## src/rtl/key_uart_ctrl.sv

```systemverilog
// Purpose : round-robin arbiter that turns key press events into two-byte UART reports (ID, count).
// Latency : a request sampled in IDLE raises tx_fs at the same edge; report = 3 + T1 + T2 cycles.
// Backpres: each byte is held on tx_data with tx_fs high until tx_fd; other keys wait on their own fs.
// Ports   : clk/rst (async active-high), key_fs/key_fd (per-key request/done),
//           tx_fs/tx_fd/tx_data (UART start/done/byte), busy (not IDLE), gnt_id (current/last grant).
module key_uart_ctrl #(
  parameter int          NUM_KEY   = 4,
  parameter logic [7:0]  BASE_CHAR = 8'h30
) (
  input  logic               clk,
  input  logic               rst,
  input  logic [NUM_KEY-1:0] key_fs,
  output logic [NUM_KEY-1:0] key_fd,
  output logic               tx_fs,
  input  logic               tx_fd,
  output logic [7:0]         tx_data,
  output logic               busy,
  output logic [2:0]         gnt_id
);

  typedef enum logic [2:0] {
    S_IDLE   = 3'd0,
    S_TX_ID  = 3'd1,
    S_GAP    = 3'd2,
    S_TX_CNT = 3'd3,
    S_ACK    = 3'd4
  } state_t;

  state_t             r_state;
  logic [2:0]         r_ptr;
  logic [2:0]         r_gnt;
  logic [7:0]         r_cnt [8];
  logic [NUM_KEY-1:0] r_key_fd;
  logic               r_tx_fs;
  logic [7:0]         r_tx_data;
  logic               r_busy;

  logic [7:0]         w_req;
  logic [2:0]         w_idx;
  logic [2:0]         w_sel;
  logic               w_any;
  logic [2:0]         w_ptr_nxt;

  // Round-robin pick: scan from the highest offset down so the last hit
  // is the first set bit at or above r_ptr (with wrap).
  always_comb begin
    w_req = '0;
    w_req[NUM_KEY-1:0] = key_fs;
    w_idx = '0;
    w_sel = '0;
    for (int k = NUM_KEY - 1; k >= 0; k--) begin
      w_idx = 3'((int'(r_ptr) + k) % NUM_KEY);
      if (w_req[w_idx]) begin
        w_sel = w_idx;
      end
    end
  end

  assign w_any     = |key_fs;
  assign w_ptr_nxt = (r_gnt == 3'(NUM_KEY - 1)) ? 3'd0 : r_gnt + 3'd1;

  always_ff @(posedge clk or posedge rst) begin
    if (rst) begin
      r_state   <= S_IDLE;
      r_ptr     <= '0;
      r_gnt     <= '0;
      r_key_fd  <= '0;
      r_tx_fs   <= 1'b0;
      r_tx_data <= '0;
      r_busy    <= 1'b0;
      for (int i = 0; i < 8; i++) begin
        r_cnt[i] <= '0;
      end
    end else begin
      case (r_state)
        S_IDLE: begin
          if (w_any) begin
            r_gnt        <= w_sel;
            r_cnt[w_sel] <= r_cnt[w_sel] + 8'd1;
            r_tx_fs      <= 1'b1;
            r_tx_data    <= BASE_CHAR + {5'd0, w_sel};
            r_busy       <= 1'b1;
            r_state      <= S_TX_ID;
          end
        end
        S_TX_ID: begin
          if (tx_fd) begin
            r_tx_fs   <= 1'b0;
            r_tx_data <= '0;
            r_state   <= S_GAP;
          end
        end
        S_GAP: begin
          // One low cycle so the TX block sees a fresh rising edge.
          r_tx_fs   <= 1'b1;
          r_tx_data <= r_cnt[r_gnt];
          r_state   <= S_TX_CNT;
        end
        S_TX_CNT: begin
          if (tx_fd) begin
            r_tx_fs   <= 1'b0;
            r_tx_data <= '0;
            for (int i = 0; i < NUM_KEY; i++) begin
              r_key_fd[i] <= (r_gnt == 3'(i));
            end
            r_state <= S_ACK;
          end
        end
        S_ACK: begin
          r_key_fd <= '0;
          r_ptr    <= w_ptr_nxt;
          r_busy   <= 1'b0;
          r_state  <= S_IDLE;
        end
        default: begin
          r_key_fd  <= '0;
          r_tx_fs   <= 1'b0;
          r_tx_data <= '0;
          r_busy    <= 1'b0;
          r_state   <= S_IDLE;
        end
      endcase
    end
  end

  assign key_fd  = r_key_fd;
  assign tx_fs   = r_tx_fs;
  assign tx_data = r_tx_data;
  assign busy    = r_busy;
  assign gnt_id  = r_gnt;

endmodule
```

## config.mk

```make
export PLATFORM = sky130hd
export DESIGN_NAME = key_uart_ctrl
export DESIGN_NICKNAME = d
export VERILOG_FILES = /design/src/rtl/key_uart_ctrl.sv
export SDC_FILE = /design/constraint.sdc
export NUM_CORES = 1
export LEC_CHECK = 0
export ABC_AREA = 0
export ABC_CLOCK_PERIOD_IN_PS = 6200
export BUFFER_PORTS_ARGS = -buffer_cell sky130_fd_sc_hd__buf_2
export CAP_MARGIN = 15
export CORE_MARGIN = 2
export CORE_UTILIZATION = 45
export DETAILED_ROUTE_END_ITERATION = 12
export SLEW_MARGIN = 5
export SYNTH_ARGS = -nofsm -noshare
export SYNTH_HDL_FRONTEND = slang
export SYNTH_SLANG_ARGS = --single-unit
```

## constraint.sdc

```tcl
create_clock -name clk -period 6.2 [get_ports clk]
set_input_delay 0.31 -clock clk [delete_from_list [all_inputs] [get_ports clk]]
set_output_delay 0.31 -clock clk [all_outputs]
set_load 0.01 [all_outputs]
```

---- Word level (Yosys, flattened, before mapping) ----
Cells that the tools add are included.
cells by class
  eq/ne operators ......................... 11
  bitwise gates (word level) .............. 8
  muxes and demuxes ....................... 35
  add/sub/neg operators ................... 6
  $lt $le $gt $ge ......................... 7
  reduce and logical (&&, ||, !) cells .... 15
operators with widths
  operator               count
  $bwmux W64             1
  $mux W8                7
  $bmux W8 S3            2
  $pmux W8 S4            1
  $demux W8 S3           1
  $mux W3                7
  $eq A3 B2 Y1 const B   4
  $lt A3 B4 Y1 const B   3
  $pmux W3 S4            1
  $bmux W1 S3            3
  $add A8 B1 Y8 const B  1
  $ge A4 B4 Y1 const B   2
  $not A3 Y4             2
  $pmux W4 S2            1
  $reduce_or A2 Y1       4
  $add A6 B3 Y7 const A  1
  $eq A3 B1 Y1 const B   2
  $logic_not A3 Y1       2
  $mux W1                6
  $ne A2 B2 Y1 const B   3
  $reduce_and A2 Y1      3
  $reduce_and A3 Y1      2
  $reduce_or A3 Y1       2
  $add A2 B1 Y2 const B  2
  14 further kinds       19
storage, ports and cells
  bits in registers ....................... 86
  output and inout bits ................... 17

---- Logic depth before layout (Yosys ltp) ----
Gate-level depths: netlist of run 1.
  depth after elaboration ................. 15
  depth in mapped cells ................... 11
  gate-level depth less buffers ........... 10

---- Least setup slack after synthesis of run 1 ----
Ideal clock, no wire load.
  path type ............................... register -> register
  start point ............................. register r_ptr[0]
  end point ............................... register r_cnt[63] (netlist bit)
  cell stages (with the launch flop) ...... 12
  buffers on the path ..................... 2
  arrival time ............................ 2.146 ns
  path slack .............................. 3.921 ns
  cells stage by stage .................... dfrtp_1 nor2b_4 o21a_1 nor3_4 buf_6 buf_12 mux2i_1 mux2_4 nor2_4 nand4_1 xor2_1 a21oi_2
between the ends
  longest elaborated chain between the ends .. 15
  elaborated cells between the ends (all ways) .. 32
  classes of those cells .................. add/sub: 4; order compare: 2; mux: 18; bitwise: 4; reduce/logical: 4
ends and longest elaborated chain
  element                                                                      line  text
  start, declared                                                              30    logic [2:0] r_ptr;
  start signal, assigned                                                       111   r_ptr <= w_ptr_nxt;
  $add A2 B2 Y2                                                                52    w_idx = 3'((int'(r_ptr) + k) % NUM_KEY);
  $reduce_or A2 Y1 (no source line)                                            -
  $and A1 B1 Y1 (no source line)                                               -
  $bmux W1 S3                                                                  53    if (w_req[w_idx]) begin
  $mux W1 (implied by the code)                                                53
  $mux W3 (3 in series)                                                        53
  $mux W3 (*)                                                                  53
  $not A3 Y4 (implied by the code) (*)                                         79    r_cnt[w_sel] <= r_cnt[w_sel] + 8'd1;
  $bmux W8 S3 (tied with other cells)                                          79
  $mux W8 (implied by the code) / $logic_and A1 B1 Y1 (equally long branches)  79
  $mux W8 (implied by the code)                                                79
  $add A8 B1 Y8 / $demux W8 S3 (equally long branches)                         79
  $bwmux W64 (*)                                                               79
  end signal, assigned by index                                                79
  end, declared                                                                32    logic [7:0] r_cnt [8];
Every way passes the cells marked *; elsewhere a longest branch is shown, timed or not. The select of a mux whose other input is x is not followed.
A chain may end at the register's enable or synchronous reset.

---- Worst setup path in the final report of run 1 ----
Ends and elaborated chain as after synthesis.

==> out/metrics.cfg, run 1 <==
[outcome]
status = complete, no violations

[timing]
drv_slew = 0
finClkSkew_ns = 0.0126
worst_pin_slew_ns = 1.12
setup_tns_ns = 0
timing.final.hold_violations = 0
fmax_mhz = 326
fin_crit_ns = 3.06
slew-limit-headroom = 0.251
fin_crit_sh = 0.494
rsz0062_at_grt = false
finalSetupViolCount = 0

[drt]
firstDrtPassIters = 4
wire_per_inst_um = 16.1
drt_iter0_drc = 99
ant_nets = 0
vias_per_cell = 5.47
post-route-drc-count = 0
vias = 1866
wl_um = 5480

[cts]
post-cts-setup-buffers = 0
cts_hold_buf = 0
cts_resized = 0
clock_latency_ns = 0.30
cts.path.max_buffers = 2
cts_tree = built
cts.sinks = 53
clk_pin_slew_ns = 0.10
cts.htree.levels = 2
cts_buffers = 5
clockRootBuffer = clkbuf_8

[setup_path]
worstRegToRegCells = 9
worstPathRequired_ns = 6.36
timing.reg2reg.setup_slack_ns = 3.14
critPathMaxStageDelay_ns = 0.90
crit_type = reg -> reg
crit_chain = nor2b_4, o21a_1, nor3_4, mux2i_1, mux2i_1, and2b_1, nand4_1, xor2_1, a21oi_2
timing.rr.start = r_ptr[0]$_DFFE_PP0P_
cp_common_cell = mux2i_1
worstSetupStartpointType = register
worstPathMaxFanout = 22
worst_setup_path_end_kind = register
crit_arrival_ns = 3.22
cpMaxStageDelayCell = nor3_4
reg2reg_to = r_cnt[63]$_DFFE_PP0P_
crit_path_end = r_cnt[63]$_DFFE_PP0P_
startpoint = r_ptr[0]$_DFFE_PP0P_

[final_layout]
layout-drive-gt1-share = 0.229
diodes = 0
layout_common_cells = 53 x dfrtp_1, 31 x nand2_1, 22 x buf_2, 21 x nor2_1, 19 x mux2i_1
layout_commonest_cell = dfrtp_1
area_delta_synth_final_pct = 9.31
final_core_util = 0.506
fin_nets = 277

[logic_synthesis]
seq_area_frac_synth = 0.484
synth_edf_count = 0
syn_area_per_cell_sq_um = 11.0
ys_seq_elements = 53
ys_types = 44
synth_flop_cell = dfrtp_1
syn-cell-area_sq_mm = 0.00274
syn-num-nets = 261
synth_async_sr_flop_share = 1.00
syn-instance-count = 249
synth_warnings = 0

[floorplan]
die_h_um = 82.1
fp.dieW_um = 82.1
num_io_pins = 24
die_area_sq_mm = 0.00673
start_util = 0.463
fp-row-count = 28
core-area_sq_mm = 0.00592

[grt]
overflow = 0
grt_pass1_wl_um = 9050
antenna_found_initial = 0
grt_max_degree = 54
grt_pass1_vias = 1811
grtUsageTotal = 0.179

[worst_hold_path]
hp-class = in -> async

[pwr]
p_leak_nw = 1.39
vdd_drop_max_v = 0.000184
powerDensity_mw_per_mm2 = 537

[placement]
routabilityCongestion = 0.790
hpwl_um = 3790
io_buffers = 22

[job]
cap_violations = 0

## through the flow
stage	power [mW]	instance area, sq um	std cells	hold WS (ns)	setup slack [ns]
finish	1.61	3000	341	0.0207	3.14
global placement	1.37	2870	332	0.479	3.07
CTS	1.62	2980	340	0.226	3.11
detailed placement	1.39	2870	332	0.481	3.02
floorplan	1.20	2740	249	0.423	3.92
global route	1.74	3000	341	0.0674	2.82
## final cells by class
cell class	count	area, sq um
inverter	5	18.8
clock buffer	6	72.6
fill	542	2920
tap	75	93.8
timing repair buffer	23	130
clock inverter	2	38.8
multi-input combinational	177	1320
sequential	53	1330
## worst min-delay path by stage
stage	startpoint	to	slack, ns	cells past startpoint
after global placement	busy$_DFFE_PP0P_	busy$_DFFE_PP0P_	0.48	2
after floorplan	tx_fd	r_state[0]$_DFFE_PP0P_	0.42	1
after detailed placement	busy$_DFFE_PP0P_	busy$_DFFE_PP0P_	0.48	2
final	rst	tx_data[3]$_DFFE_PP0P_	0.02	2
after global routing	rst	r_cnt[35]$_DFFE_PP0P_	0.07	2
after CTS	tx_fd	r_state[0]$_DFFE_PP0P_	0.23	2
## cell usage after synthesis, types with 2 or more instances
master,instances,area (sq um)
nor2_1,21,78.8
nand3_1,4,20.0
o21ai_1,15,75.1
xnor2_1,3,26.3
mux2_2,12,135
a221o_1,2,20.0
dfrtp_1,53,1330
ha_1,5,62.6
nand2b_1,3,18.8
xor2_1,4,35.0
nor2b_1,3,18.8
a21oi_1,11,55.1
inv_1,4,15.0
a22o_1,5,43.8
nand2_1,31,116
mux2i_1,19,190
mux4_2,8,180
clkbuf_1,11,41.3
o21ai_0,10,50.1
## cells by family after synthesis
kind of cell / synth area share
adder cells (fa/ha/maj): 0.0228
XOR/XNOR: 0.0283
other: 0.00137
AND/OR/NAND/NOR: 0.131
AO/OA/AOI/OAI: 0.107
multiplexers: 0.190
buffers and inverters: 0.0361
flip-flops: 0.484
## metal layers
layer,wire (um),vias up,GRT usage
li1,-,905,-
met1,2650,920,0.246
met2,2590,37,0.284
met3,201,4,0.0385
met4,45,0,0.0600
met5,0,-,0
## sequential cells by signal (all words and copies together) (netlist names)
| name | flops |
|---|---|
| tx_data | 8 |
| key_fd | 4 |
| busy | 1 |
| r_cnt | 32 |
| r_ptr | 2 |
| r_state | 3 |
| gnt_id | 2 |
| tx_fs | 1 |
## power by group
group	total, mW	internal, mW	switching, mW
combinational	0.729	0.349	0.381
sequential	0.645	0.497	0.148
clock	0.235	0.121	0.114
## critical path: cells and delay by family, from the launching register on
family           cells  cell delay, ns
AO/OA/AOI/OAI        2            0.30
XOR/XNOR             1            0.37
flip-flops           1            0.41
multiplexers         2            0.54
AND/OR/NAND/NOR      4            1.32
Power figures use the tool's default switching activity.
==> run 2: changes to the inputs <==
--- a/config.mk
+++ b/config.mk
@@ -5,8 +5,8 @@
 export SDC_FILE = /design/constraint.sdc
 export NUM_CORES = 1
 export LEC_CHECK = 0
-export ABC_AREA = 0
-export ABC_CLOCK_PERIOD_IN_PS = 6200
+export ABC_AREA = 1
+export ABC_CLOCK_PERIOD_IN_PS = 2560
 export BUFFER_PORTS_ARGS = -buffer_cell sky130_fd_sc_hd__buf_2
 export CAP_MARGIN = 15
 export CORE_MARGIN = 2
==> constraint.sdc (replaced) <==
create_clock -name clk -period 2.56 [get_ports clk]
set_input_delay 0.128 -clock clk [delete_from_list [all_inputs] [get_ports clk]]
set_output_delay 0.128 -clock clk [all_outputs]
set_load 0.01 [all_outputs]
==> run 2 against run 1 <==
Net effect: hold slack gained 0.056 ns; wire length grew 52%; setup slack lost 2.9 ns; cell count grew 69%; sequential power grew 140%; non-clock buffer count grew 13; die area grew 17%; power grew to 3.5 times the previous value; critical path type unchanged.
==> out/metrics.cfg, run 2 <==
[logic_synthesis]
synth_simple_gate_area_share = 0.352  ; +0.222
ys_seq_elements = 53  ; unchanged
ys_types = 36  ; -18%
seq_area_frac_synth = 0.410  ; -0.0736
syn_area_per_cell_sq_um = 7.22  ; -34%
synth.most_common_cell = nand2_1
synth_top_family_by_area = simple AND/OR/NAND/NOR gates
yosys-top-cells-count = 134 x nand2_1, 59 x nand3_1, 53 x dfrtp_1
syn-cell-area_sq_mm = 0.00323  ; +18%
synth_compound_area_frac = 0.112  ; +0.00459
synth_mux_area_frac = 0  ; -0.190
synth_async_sr_flop_share = 1.00  ; unchanged
synth_flop_cell = dfrtp_1
synth.area.top_cells = dfrtp_1 41%, nand2_1 16%, nand3_1 9.1%
yosysTopAreaCell = dfrtp_1
yosysTopAreaCellShare = 0.410  ; -0.0736
synthXorXnorAreaFrac = 0.00774  ; -0.0206
syn-num-nets = 460  ; +76%
synth_warnings = 0  ; unchanged
synth_edf_count = 0  ; unchanged
syn-instance-count = 448  ; +80%
synth_adder_area_share = 0.0193  ; -0.00347

[drt]
post-route-drc-count = 0  ; unchanged
vias_per_cell = 5.23  ; -4.5%
wire_per_inst_um = 14.5  ; -9.9%
firstDrtPassIters = 5  ; +1
drt_iter0_drc = 202  ; +100%
wl_um = 8330  ; +52%
vias = 3006  ; +61%
ant_nets = 0  ; unchanged

[cts]
clock_latency_ns = 0.31  ; about the same
clockRootBuffer = clkbuf_8
cts_tree = built
cts_buffers = 5  ; unchanged
clk_pin_slew_ns = 0.10  ; about the same
cts.path.max_buffers = 2  ; unchanged
cts.sinks = 53  ; unchanged
cts.htree.levels = 2  ; unchanged

[floorplan]
fp.dieW_um = 88.8  ; +8.2%
die_area_sq_mm = 0.00788  ; +17%
start_util = 0.471  ; +0.00766
num_io_pins = 24  ; unchanged
fp-row-count = 30  ; +7.1%
die_h_um = 88.8  ; +8.2%
core-area_sq_mm = 0.00687  ; +16%

[outcome]
status = complete, no violations

[pwr]
vdd_drop_max_v = 0.000619  ; +240%
p_leak_nw = 1.87  ; +35%
powerDensity_mw_per_mm2 = 1540  ; +190%

[grt]
grt_max_degree = 30  ; -44%
antenna_found_initial = 0  ; unchanged
grtUsageTotal = 0.230  ; +0.0503
grt_pass1_wl_um = 13800  ; +53%
overflow = 0  ; unchanged
grt_pass1_vias = 2729  ; +51%

[final_layout]
num-fill-cells = 670  ; +24%
layout_common_cells = 134 x nand2_1, 58 x nand3_1, 52 x dfrtp_1, 43 x inv_1, 42 x o21ai_0
instances_no_fill = 575  ; +69%
diodes = 0  ; unchanged
fin_nets = 490  ; +77%
layout-drive-gt1-share = 0.188  ; -0.0414
largest_reg_flops = 32  ; unchanged
layout_commonest_cell = nand2_1
seq_area_sq_mm = 0.00133  ; about the same
design_area_sq_mm = 0.00362  ; +21%
multi_input_area_sq_mm = 0.00163  ; +24%
final_core_util = 0.527  ; +0.0210
regMostFlops = r_cnt
area_delta_synth_final_pct = 12.0

[setup_path]
worstPathMaxFanout = 14  ; -36%
worstRegToRegCells = 17  ; +8
crit_type = reg -> reg
worst_setup_path_end_kind = register
crit_arrival_ns = 2.57  ; -0.65 ns
worstSetupStartpointType = register
worstPathRequired_ns = 2.77  ; -3.59 ns

[job]
cap_violations = 0  ; unchanged

[placement]
routabilityCongestion = 0.947  ; +20%
placed_area_sq_mm = 0.00347  ; +21%
hpwl_um = 6310  ; +67%
dp.cells = 565  ; +70%
io_buffers = 22  ; unchanged

[timing]
finalSetupViolCount = 0  ; unchanged
fin_crit_ns = 2.36  ; -0.703 ns
setup_tns_ns = 0  ; unchanged
drv_slew = 0  ; unchanged
timing.final.hold_violations = 0  ; unchanged
slew-limit-headroom = 0.581  ; +0.330
worst_pin_slew_ns = 0.622  ; -0.498 ns
fin_crit_sh = 0.922  ; +0.428
whs_ns = 0.0767  ; +0.0560 ns
finClkSkew_ns = 0.00640  ; -0.00615 ns
fmax_mhz = 424  ; +30%

[worst_hold_path]
whs_path_depth = 3
hp-class = in -> reg

-- run 2: metrics by stage --
stage | worst slack, ns | power (mW)
2_1_floorplan | 0.392 | 4.05
3_3_place_gp | 0.127 | 4.86
3_5_place_dp | 0.0398 | 4.90
4_1_cts | 0.0246 | 5.42
5_1_grt | -0.00662 | 6.12
6_report | 0.199 | 5.56
-- run 2: area by class of cell --
class | instances | share of cell area
tap | 96 | 0.0332
inverter | 60 | 0.0629
clock buffer | 6 | 0.0228
sequential | 53 | 0.367
clock inverter | 2 | 0.00380
timing repair buffer | 36 | 0.0601
multi-input combinational | 322 | 0.451
-- run 2: worst max-delay path, stage by stage, from the launching register on --
cell and delay (ns):
dfrtp_2 0.47, nand2_1 0.14, nor2_1 0.06, nor2_2 0.13, nand3_2 0.12, nand2_2 0.09
nand2_4 0.09, nand2_8 0.12, buf_4 0.17, nand2_1 0.08, clkinv_1 0.05, nor2_1 0.04
nor2_2 0.13, nand2_1 0.11, inv_2 0.07, nand4_1 0.18, nand3_1 0.15, nand2_1 0.06
-- run 2: final timing paths --
path,startpoint,end,slack [ns]
max,r_ptr[0]$_DFFE_PP0P_,r_cnt[61]$_DFFE_PP0P_,0.20
max in group asynchronous,rst,r_ptr[0]$_DFFE_PP0P_,1.71
min in group asynchronous,rst,r_cnt[41]$_DFFE_PP0P_,0.28
min reg2reg,r_cnt[43]$_DFFE_PP0P_,r_cnt[43]$_DFFE_PP0P_,0.49
min,tx_fd,r_state[2]$_DFFE_PP0P_,0.08
max reg2reg,r_ptr[0]$_DFFE_PP0P_,r_cnt[61]$_DFFE_PP0P_,0.20
-- run 2: power by group --
part	switching [mW]	total (mW)	internal, mW
Combinational	2.35	3.53	1.17
Sequential	0.312	1.52	1.21
Clock	0.291	0.511	0.220
Total	2.96	5.56	2.60
-- run 2: repair_timing --
item / CTS / global route
hold buffers: 1 / 0
buffers inserted: 0 / 1
hold endpoints to repair: 11 / 0
setup endpoints to repair: 0 / 26
gates resized for setup: 0 / 7
-- run 2: kinds of logic (layout without fill, tap and decap cells) --
family                     Yosys count  count (layout)
and+or+nand+nor                    247             247
buffers and inverters               73             104
AOI/OAI and AO/OA                   67              67
DFF                                 53              53
adders and majority gates            5               5
xor gates and xnor gates             2               2
other                                1               1
-- run 2: routing by layer --
metal | track usage | vias to the layer above | wire [um]
met4 | 0.0689 | 0 | 150
met2 | 0.360 | 114 | 3740
li1 | - | 1494 | -
met1 | 0.327 | 1388 | 3840
met3 | 0.0382 | 10 | 599
met5 | 0 | - | 0
==> run 3: changes to the inputs <==
--- a/config.mk
+++ b/config.mk
@@ -10,8 +10,10 @@
 export BUFFER_PORTS_ARGS = -buffer_cell sky130_fd_sc_hd__buf_2
 export CAP_MARGIN = 15
 export CORE_MARGIN = 2
-export CORE_UTILIZATION = 45
+export CORE_UTILIZATION = 48
 export DETAILED_ROUTE_END_ITERATION = 12
+export PLACE_DENSITY = 0.68
+export REMOVE_ABC_BUFFERS = 1
 export SLEW_MARGIN = 5
 export SYNTH_ARGS = -nofsm -noshare
 export SYNTH_HDL_FRONTEND = slang
==> run 3 against run 2 <==
Net effect: setup slack better by 0.045 ns; clock skew up 0.0021 ns; power down 0.36%; first-iteration DRC count up 22%; cell count down 3.8%; critical path type unchanged; largest power group unchanged; largest cell class unchanged; sequential power about the same; non-clock buffer count down 3; core utilization up 2.9 points.
==> out/metrics.cfg, run 3 (synthesis results as in run 2) <==
[placement]
routabilityCongestion = 0.895  ; -5.5%
hpwl_um = 6230  ; -1.3%
io_buffers = 22  ; unchanged
place_ws_ns = -0.0311  ; -0.0709 ns
dp.cells = 544  ; -3.7%

[setup_path]
timing.reg2reg.setup_slack_ns = 0.24  ; +0.04 ns
critPathMaxStageDelay_ns = 0.49  ; +0.02 ns
crit_type = reg -> reg
worstSetupStartpointType = register
worstRegToRegCells = 15  ; -2
worst_setup_path_end_kind = register
worstPathRequired_ns = 2.77  ; about the same
cpMaxStageDelayCell = dfrtp_2
critPathBufInv = 2  ; -1
cp_common_cell = nand3_1
path_delay_family = simple AND/OR/NAND/NOR gates
crit_chain = inv_4, nand2_2, nand2_1, nand2_1, nand3_2, nand2_2, nand2_4, buf_6, nand3_1, nand3_1, nand3_1, nor2_1, nand4_1, nand3_1, nand2_1
crit_arrival_ns = 2.52  ; -0.05 ns
reg2reg_to = r_cnt[38]$_DFFE_PP0P_
worstPathMaxFanout = 13  ; -1
timing.rr.start = r_ptr[0]$_DFFE_PP0P_

[timing]
slew-limit-headroom = 0.541  ; -0.0407
finClkSkew_ns = 0.00850  ; +0.00210 ns
timing.final.hold_violations = 0  ; unchanged
fmax_mhz = 432  ; +1.9%
finalSetupViolCount = 0  ; unchanged
fin_crit_sh = 0.905  ; -0.0176
rsz0062_at_grt = false
drv_slew = 0  ; unchanged
setup_ws_ns = 0.244  ; +0.0450 ns
worst_pin_slew_ns = 0.682  ; +0.0596 ns
fin_crit_ns = 2.32  ; -0.0450 ns
setup_tns_ns = 0  ; unchanged

[cts]
cts_buffers = 5  ; unchanged
clockRootBuffer = clkbuf_8
cts.sinks = 53  ; unchanged
cts.htree.levels = 2  ; unchanged
cts_tree = built
clock_latency_ns = 0.31  ; about the same
clk_pin_slew_ns = 0.10  ; about the same
cts.path.max_buffers = 2  ; unchanged

[final_layout]
instances_no_fill = 553  ; -3.8%
multi_input_area_sq_mm = 0.00162  ; -0.54%
layout_commonest_cell = nand2_1
largest_reg_flops = 32  ; unchanged
layout-drive-gt1-share = 0.183  ; -0.00512
diodes = 0  ; unchanged
fin_nets = 487  ; -0.61%
regMostFlops = r_cnt
num-fill-cells = 615  ; -8.2%
area_delta_synth_final_pct = 10.4
seq_area_sq_mm = 0.00133  ; unchanged
layout_common_cells = 134 x nand2_1, 59 x nand3_1, 52 x dfrtp_1, 43 x inv_1, 42 x o21ai_0

[drt]
dr_wl_met3_um = 460  ; -23%
vias = 3028  ; +0.73%
vias_per_cell = 5.48  ; +4.7%
highest_layer = met4
met2_length_um = 3830  ; +2.4%
wirelength_met1_um = 3810  ; -0.78%
post-route-drc-count = 0  ; unchanged
wire_per_inst_um = 14.9  ; +2.7%
wl_um = 8230  ; -1.2%
drt_iter0_drc = 247  ; +22%
firstDrtPassIters = 5  ; unchanged
ant_nets = 0  ; unchanged

[floorplan]
start_util = 0.503  ; +0.0327
fp-row-count = 29  ; -3.3%
die_area_sq_mm = 0.00741  ; -6.0%
fp.dieW_um = 86.1  ; -3.0%
core-area_sq_mm = 0.00642  ; -6.5%
die_h_um = 86.1  ; -3.0%
num_io_pins = 24  ; unchanged

[worst_hold_path]
min_to = r_state[2]$_DFFE_PP0P_
whs_path_depth = 3  ; unchanged
hp-class = in -> reg
min_from = tx_fd

[grt]
grtUsageTotal = 0.242  ; +0.0123
overflow = 0  ; unchanged
grt_pass1_vias = 2859  ; +4.8%
antenna_found_initial = 0  ; unchanged
grt_max_degree = 30  ; unchanged
grt_pass1_wl_um = 14200  ; +2.7%

[pwr]
p_leak_nw = 1.86  ; -0.76%
vdd_drop_max_v = 0.000890  ; +44%
powerDensity_mw_per_mm2 = 1550  ; +1.1%

[outcome]
status = complete, no violations

[job]
cap_violations = 0  ; unchanged

[run 3: cell count changes in the layout (fill, tap and decap cells not counted), sizes merged]
cell  change
buf       -3
[run 3: stage by stage]
step | hold slack (ns) | power (mW) | util | instance area (sq um)
2_1_floorplan | 0.275 | 3.90 | - | 3150
3_3_place_gp | -0.00620 | 4.78 | 0.534 | 3430
3_5_place_dp | 0.00293 | 4.85 | 0.534 | 3430
4_1_cts | 0.0761 | 5.37 | 0.550 | 3530
5_1_grt | 0.107 | 6.07 | 0.556 | 3570
6_report | 0.0775 | 5.54 | 0.556 | 3570
[run 3: worst register-to-register path, delay by kind of cell, from the launching register on]
family                 cells  cell delay (ns)
and+or+nand+nor           13             1.45
buffers and inverters      2             0.29
DFF                        1             0.49
[run 3: final cells by class]
type	count	area share
multi-input cells	322	0.455
flip-flops and latches	53	0.372
repair buffers	33	0.0557
inverters	60	0.0638
clock buffers	6	0.0231
well taps	77	0.0270
clock inverters	2	0.00386
[run 3: report_power, final]
part / internal [mW] / switching (mW) / leakage, nW
registers: 1.21 / 0.327 / 0.677
logic: 1.18 / 2.32 / 1.13
clock network: 0.220 / 0.284 / 0.0512
[run 3: how the worst max path moves through the flow]
stage | from | end | slack (ns) | cells past startpoint
finish | r_ptr[0]$_DFFE_PP0P_ | r_cnt[38]$_DFFE_PP0P_ | 0.24 | 15
detailed placement | r_ptr[0]$_DFFE_PP0P_ | r_cnt[50]$_DFFE_PP0P_ | -0.03 | 16
global route | r_ptr[0]$_DFFE_PP0P_ | r_cnt[55]$_DFFE_PP0P_ | 0.009 | 16
CTS | r_ptr[0]$_DFFE_PP0P_ | r_cnt[50]$_DFFE_PP0P_ | 0.07 | 15
floorplan | r_ptr[0]$_DFFE_PP0P_ | r_cnt[42]$_DFFE_PP0P_ | 0.25 | 16
global placement | r_ptr[0]$_DFFE_PP0P_ | r_cnt[50]$_DFFE_PP0P_ | 0.05 | 16
[run 3: what timing repair did]
| item | CTS | global route |
|---|---|---|
| gates resized for setup | 1 | 6 |
| setup buffers | 0 | 0 |
| hold endpoints to repair | 53 | 0 |
| pin swaps | 0 | 0 |
| setup endpoints to repair | 4 | 14 |
| hold buffers | 1 | 0 |
[run 3: metal layers]
metal  GRT usage  vias to the layer above
met3      0.0327                       11
met4      0.0779                        0
li1            -                     1493
met2       0.389                       81
met5           0                        -
met1       0.338                     1443
